File: src/rtl/rally_judge_pkg.sv
// Shared judge state and player types plus court geometry, also used by the
// physics and render blocks.
package rally_judge_pkg;

    typedef enum logic [2:0] {
        WAIT_SERVE,
        RALLY,
        AWARD,
        GAP,
        GAME_OVER
    } judge_state_t;

    typedef enum logic {
        P1 = 1'b0,
        P2 = 1'b1
    } player_t;

    localparam logic [11:0] NET_X       = 12'd320;
    localparam logic [11:0] GROUND_Y    = 12'd440;
    localparam logic [11:0] COURT_LEFT  = 12'd40;
    localparam logic [11:0] COURT_RIGHT = 12'd600;

    function automatic logic out_of_bounds(input logic [11:0] x);
        return (x < COURT_LEFT) || (x > COURT_RIGHT);
    endfunction

    // The net column itself belongs to player2's half.
    function automatic player_t landing_winner(input logic [11:0] x);
        return (x < NET_X) ? P2 : P1;
    endfunction

endpackage

File: src/rtl/rally_judge_if.sv
// Point-award handshake between the rally judge (master) and the score
// controller (slave).
interface rally_judge_if;

    logic player1_add_score;
    logic player2_add_score;
    logic player1_win;
    logic player2_win;

    modport master (
        output player1_add_score,
        output player2_add_score,
        input  player1_win,
        input  player2_win
    );

    modport slave (
        input  player1_add_score,
        input  player2_add_score,
        output player1_win,
        output player2_win
    );

endinterface

File: src/rtl/rally_judge.sv
// Rally judge: serves, watches the shuttle, and awards points through the
// score handshake. Optional rally timeout enabled by defining RALLY_TIMEOUT_EN.
module rally_judge
    import rally_judge_pkg::*;
#(
    parameter int unsigned AWARD_CYCLES = 4,
    parameter int unsigned GAP_CYCLES   = 4
`ifdef RALLY_TIMEOUT_EN
    ,
    parameter int unsigned TIMEOUT_FRAMES = 1800
`endif
) (
    input  logic          clk,
    input  logic          rst_n,
    input  logic          serve_btn,
    input  logic          ball_valid,
    input  logic [11:0]   ball_x,
    input  logic [11:0]   ball_y,
    input  logic          hit_p1,
    input  logic          hit_p2,
    rally_judge_if.master score,
    output logic          serve_start,
    output logic          server,
    output logic          rally_active
);

    localparam int unsigned HOLD_MAX = (AWARD_CYCLES > GAP_CYCLES) ? AWARD_CYCLES : GAP_CYCLES;
    localparam int unsigned CNT_W    = (HOLD_MAX > 1) ? $clog2(HOLD_MAX) : 1;
    localparam logic [CNT_W-1:0] AWARD_LOAD = CNT_W'(AWARD_CYCLES - 1);
    localparam logic [CNT_W-1:0] GAP_LOAD   = CNT_W'(GAP_CYCLES - 1);

    judge_state_t     state;
    logic [CNT_W-1:0] cnt;
    logic             btn_q;
    player_t          last_hitter;
    player_t          server_q;
    logic             add_p1;
    logic             add_p2;

    logic             ball_out;
    logic             ball_landed;
    logic             decide;
    player_t          winner;

`ifdef RALLY_TIMEOUT_EN
    localparam logic [11:0] TIMEOUT_LAST = 12'(TIMEOUT_FRAMES - 1);
    logic [11:0] frame_cnt;
`endif

    assign score.player1_add_score = add_p1;
    assign score.player2_add_score = add_p2;
    assign server                  = server_q;

    // Out-of-bounds outranks landing when a sample is both.
    always_comb begin
        ball_out    = out_of_bounds(ball_x);
        ball_landed = (ball_y >= GROUND_Y);
        decide      = ball_valid && (ball_out || ball_landed);
        winner      = ball_out ? player_t'(~last_hitter) : landing_winner(ball_x);
    end

    always_ff @(posedge clk or negedge rst_n) begin
        if (!rst_n) begin
            state        <= WAIT_SERVE;
            cnt          <= '0;
            btn_q        <= 1'b0;
            last_hitter  <= P1;
            server_q     <= P1;
            add_p1       <= 1'b0;
            add_p2       <= 1'b0;
            serve_start  <= 1'b0;
            rally_active <= 1'b0;
`ifdef RALLY_TIMEOUT_EN
            frame_cnt    <= '0;
`endif
        end else begin
            btn_q       <= serve_btn;
            serve_start <= 1'b0;
            if (score.player1_win || score.player2_win) begin
                state        <= GAME_OVER;
                add_p1       <= 1'b0;
                add_p2       <= 1'b0;
                rally_active <= 1'b0;
                server_q     <= P1;
            end else begin
                unique case (state)
                    WAIT_SERVE: begin
                        if (serve_btn && !btn_q) begin
                            serve_start  <= 1'b1;
                            rally_active <= 1'b1;
                            last_hitter  <= server_q;
                            state        <= RALLY;
`ifdef RALLY_TIMEOUT_EN
                            frame_cnt    <= '0;
`endif
                        end
                    end
                    RALLY: begin
                        if (decide) begin
                            state        <= AWARD;
                            rally_active <= 1'b0;
                            server_q     <= winner;
                            add_p1       <= (winner == P1);
                            add_p2       <= (winner == P2);
                            cnt          <= AWARD_LOAD;
`ifdef RALLY_TIMEOUT_EN
                        end else if (ball_valid && (frame_cnt == TIMEOUT_LAST)) begin
                            state        <= GAP;
                            rally_active <= 1'b0;
                            cnt          <= GAP_LOAD;
`endif
                        end else begin
`ifdef RALLY_TIMEOUT_EN
                            if (ball_valid) begin
                                frame_cnt <= frame_cnt + 12'd1;
                            end
`endif
                            if (hit_p1 && !hit_p2) begin
                                last_hitter <= P1;
                            end else if (hit_p2 && !hit_p1) begin
                                last_hitter <= P2;
                            end
                        end
                    end
                    AWARD: begin
                        if (cnt == '0) begin
                            add_p1 <= 1'b0;
                            add_p2 <= 1'b0;
                            cnt    <= GAP_LOAD;
                            state  <= GAP;
                        end else begin
                            cnt <= cnt - CNT_W'(1);
                        end
                    end
                    GAP: begin
                        if (cnt == '0) begin
                            state <= WAIT_SERVE;
                        end else begin
                            cnt <= cnt - CNT_W'(1);
                        end
                    end
                    GAME_OVER: begin
                    end
                    default: begin
                        state <= WAIT_SERVE;
                    end
                endcase
            end
        end
    end

endmodule

File: src/flat_wrapper.sv
// flat-port wrapper written by rule: the top's interface ports become plain ports
module rally_judge_flat import rally_judge_pkg::*;
#(
    parameter int unsigned AWARD_CYCLES = 4,
    parameter int unsigned GAP_CYCLES   = 4

)
  (clk, rst_n, serve_btn, ball_valid, ball_x, ball_y, hit_p1, hit_p2, serve_start, server, rally_active, score_player1_add_score, score_player2_add_score, score_player1_win, score_player2_win);
  rally_judge_if score_i ();
  input  logic clk;
  input  logic rst_n;
  input  logic serve_btn;
  input  logic ball_valid;
  input  logic [11:0] ball_x;
  input  logic [11:0] ball_y;
  input  logic hit_p1;
  input  logic hit_p2;
  output logic serve_start;
  output logic server;
  output logic rally_active;
  output wire logic [$bits(score_i.player1_add_score)-1:0] score_player1_add_score;
  output wire logic [$bits(score_i.player2_add_score)-1:0] score_player2_add_score;
  input wire logic [$bits(score_i.player1_win)-1:0] score_player1_win;
  input wire logic [$bits(score_i.player2_win)-1:0] score_player2_win;
  assign score_player1_add_score = score_i.player1_add_score;
  assign score_player2_add_score = score_i.player2_add_score;
  assign score_i.player1_win = score_player1_win;
  assign score_i.player2_win = score_player2_win;
  rally_judge #(.AWARD_CYCLES(AWARD_CYCLES), .GAP_CYCLES(GAP_CYCLES)) u_core (.clk(clk), .rst_n(rst_n), .serve_btn(serve_btn), .ball_valid(ball_valid), .ball_x(ball_x), .ball_y(ball_y), .hit_p1(hit_p1), .hit_p2(hit_p2), .score(score_i), .serve_start(serve_start), .server(server), .rally_active(rally_active));
endmodule
File: config.mk
export PLATFORM = sky130hd
export DESIGN_NAME = rally_judge_flat
export DESIGN_NICKNAME = d
export VERILOG_FILES = /design/src/rtl/rally_judge_pkg.sv /design/src/rtl/rally_judge_if.sv /design/src/rtl/rally_judge.sv /design/src/flat_wrapper.sv
export SDC_FILE = /design/constraint.sdc
export NUM_CORES = 1
export LEC_CHECK = 0
export CORE_MARGIN = 2
export CORE_UTILIZATION = 42
export CTS_CLUSTER_DIAMETER = 30
export DETAILED_ROUTE_END_ITERATION = 6
export PLACE_DENSITY = 0.82
export SYNTH_ARGS = -nofsm -noshare
export SYNTH_HDL_FRONTEND = slang
export SYNTH_SLANG_ARGS = --single-unit
export TNS_END_PERCENT = 20
File: constraint.sdc
create_clock -name clk -period 3.6 [get_ports clk]
set_clock_uncertainty 0.05 [all_clocks]
set_input_delay 0.9 -clock clk [delete_from_list [all_inputs] [get_ports clk]]
set_output_delay 0.9 -clock clk [all_outputs]
set_load 0.005 [all_outputs]
==> run summary <==
slowest CP cell: or4_1
VDD IR max: 0.254 mV
Worst setup SP type: primary input
Crit Path Max Fanout: 4
full die area: 0.00219 sq mm
Root Driver: clkbuf_4
largest net degree at the start of global routing: 13
Hold Crit Start: u_core.cnt[1]
Hold Path Class: reg -> reg
Hold Path Sink: u_core.cnt[1]
worst stage delay on the critical path: 0.52 ns
io pins: 37
WL/cell: 12.3 um
clk sinks: 12
asr flop ratio synth: 100%
initial DRC count: 1
clk_lat worst skew: 0.27 ns
post-CTS setup buffer count: 0
Synth Warn #: 0
Final Critical Period: 2.81 ns
Synth Cell Area: 769 sq um
initial antenna violation count: 0
Slew @ Worst Pin: 0.538 ns
gpl congestion: 0.840
Gate Count Post-Synth: 86
fin. max-slew vios: 0
Gates resized, CTS repair: 0
initial core utilization: 44.6%
total number of vias: 789
Synth Flop Type: dfrtp_1
max_slew headroom: 64.0%
H-tree levels: 1
First-pass DRT Iterations: 4
Detail Route Antenna Nets: 0
vias in the first global route: 681
RSZ-0062 raised after global routing: no
status: complete, no violations
hold path depth: 1
post-route cell area: 0.00116 sq mm
Clock Path Buffers: 2
Die W: 46.8 um
nets@finish: 154
pwr/cell area: 256 mW/mm^2
post-synth net total: 119
Final Cycle Share: 78.2%
TNS Setup: 0 ns
Filler cells: 157
Buffers on Ports: 33
number of synthesized register bits: 12
Max-Cap Viols: 0
first-pass GRT wire length: 2.78 mm
Synth area leaders: dfrtp_1 (39%), o21ai_0 (3.9%), nand2_1 (3.4%), a21oi_1 (3.3%), nand2b_1 (3.3%)
Netlist cell types: 38
GR Util All Layers: 17.6%
R2R Path End: u_core.last_hitter
post-layout util: 67.0%
Pleak: 0.475 nW
R2R Path Start: u_core.state[1]
R2R setup slack: 1.79 ns
Hold Buf Count CTS: 0
clk slew on worst S/H paths: 0.08 ns
CTS tree: built
syn avg cell area: 8.95 sq um
Detailed Place HPWL: 1.42 mm
GRT overflow: 0
leading area contributor after synthesis: dfrtp_1
DRT Wirelength: 1.79 mm
worst reg2reg path depth: 5
Worst Hold Margin: 0.459 ns
endpoints failing setup: 0
Die Y: 46.8 um
via/cell ratio: 5.44
Num CTS Buffers: 3
critical path capture point type: register
diodes inserted: 0
CP arrival: 2.93 ns
Core Region: 0.00173 sq mm
post-synth top area share: 39.0%
Max Clock Freq: 355 MHz
placed cells: 141
CP cell instances: clkdlybuf4s50_1 -> or4_1 -> nand4_1 -> o2111ai_2 -> o31ai_2 -> nor3_2 -> a31o_1
dpl cell area: 0.00112 sq mm
Setup CP Type: in -> reg
number of synthesized flops with an enable pin: 0
Core Rows: 15
post-route insts no fill: 145
P&R area growth vs syn: 50.2%
# DRC: 0
Seq/Total Area, Yosys: 39.0%
Final Hold Fails: 0
fraction of layout cells with a size suffix above 1: 9.17%
Req. time, crit path: 3.72 ns
-- worst max-delay path, delay by kind of cell --
kind	cells	cell delay [ns]
buffers and inverters	1	0.45
AO/OA/AOI/OAI	3	0.83
AND/OR/NAND/NOR	3	0.75
-- cells in the final DEF, fill, tap and decap left out, types with 2 or more instances in the layout --
master	instances
nand2b_1	4
a21oi_1	5
nor2_1	6
dfrtp_1	12
o21ai_1	2
clkbuf_4	3
o21ai_0	6
nand2_1	7
inv_1	4
nand3_1	2
nor3_1	5
a31oi_1	2
nand3b_1	2
clkdlybuf4s50_1	33
a31o_1	2
-- synth_stat cells (3+ instances only) --
| master | count |
|---|---|
| inv_1 | 4 |
| dfrtp_1 | 12 |
| nor3_1 | 5 |
| nand2b_1 | 4 |
| nand2_1 | 7 |
| a21oi_1 | 5 |
| clkbuf_1 | 3 |
| nor2_1 | 6 |
| o21ai_0 | 6 |
-- metal layers --
metal	global-route usage, %	routed length, um	vias to the layer above	part of all wire (%)
met5	0	0	-	0
met4	5.00	13	0	0.73
met3	4.62	171	2	9.6
met2	27.4	782	35	44
met1	24.4	823	361	46
li1	-	-	391	-
-- layout make-up --
| type | instances | area [sq um] | share of cell area (%) |
|---|---|---|---|
| Sequential cell | 12 | 300 | 26.0 |
| Tap cell | 25 | 31.3 | 2.71 |
| Clock buffer | 4 | 36.3 | 3.14 |
| Inverter | 4 | 15.0 | 1.30 |
| Timing Repair Buffer | 33 | 330 | 28.6 |
| Multi-Input combinational cell | 67 | 443 | 38.3 |
-- cell families after synthesis --
kind of cell	after synthesis	synth area share [%]
AO/OA/AOI/OAI	27	25.2
XOR/XNOR	1	1.14
adder cells (fa/ha/maj)	1	1.63
buffers and inverters	7	3.41
flip-flops	12	39.0
multiplexers	2	3.41
AND/OR/NAND/NOR	36	26.2
-- report_power, final --
part	internal [mW]	total, mW	switching [mW]
clock network	0.0615	0.107	0.0454
registers	0.136	0.136	0.000426
logic	0.0336	0.0523	0.0188
-- registers in the layout, summed over array words and instances, names as in the netlist --
signal	flops
u_core.state	3
u_core.cnt	2
u_core.btn_q	1
u_core.last_hitter	1
u_core.rally_active	1
u_core.score.player1_add_score	1
u_core.score.player2_add_score	1
u_core.serve_start	1
u_core.server	1
-- how the worst max path moves through the flow --
stage	startpoint	endpoint	slack (ns)	cells past startpoint
final	ball_x[7]	u_core.score.player2_add_score	0.79	7
after global routing	ball_x[7]	u_core.server	0.65	7
after CTS	ball_x[7]	u_core.score.player2_add_score	0.79	7
after detailed placement	ball_x[7]	u_core.score.player2_add_score	0.50	7
after global placement	ball_x[7]	u_core.score.player2_add_score	0.51	7
after floorplan	ball_x[7]	u_core.last_hitter	1.09	6
-- stage by stage --
stage,setup slack [ns],power [mW]
finish,0.786,0.295
global route,0.654,0.311
CTS,0.791,0.299
detailed placement,0.497,0.191
global placement,0.505,0.190
floorplan,1.09,0.153
Note: power is estimated with default switching activity, not from simulation.
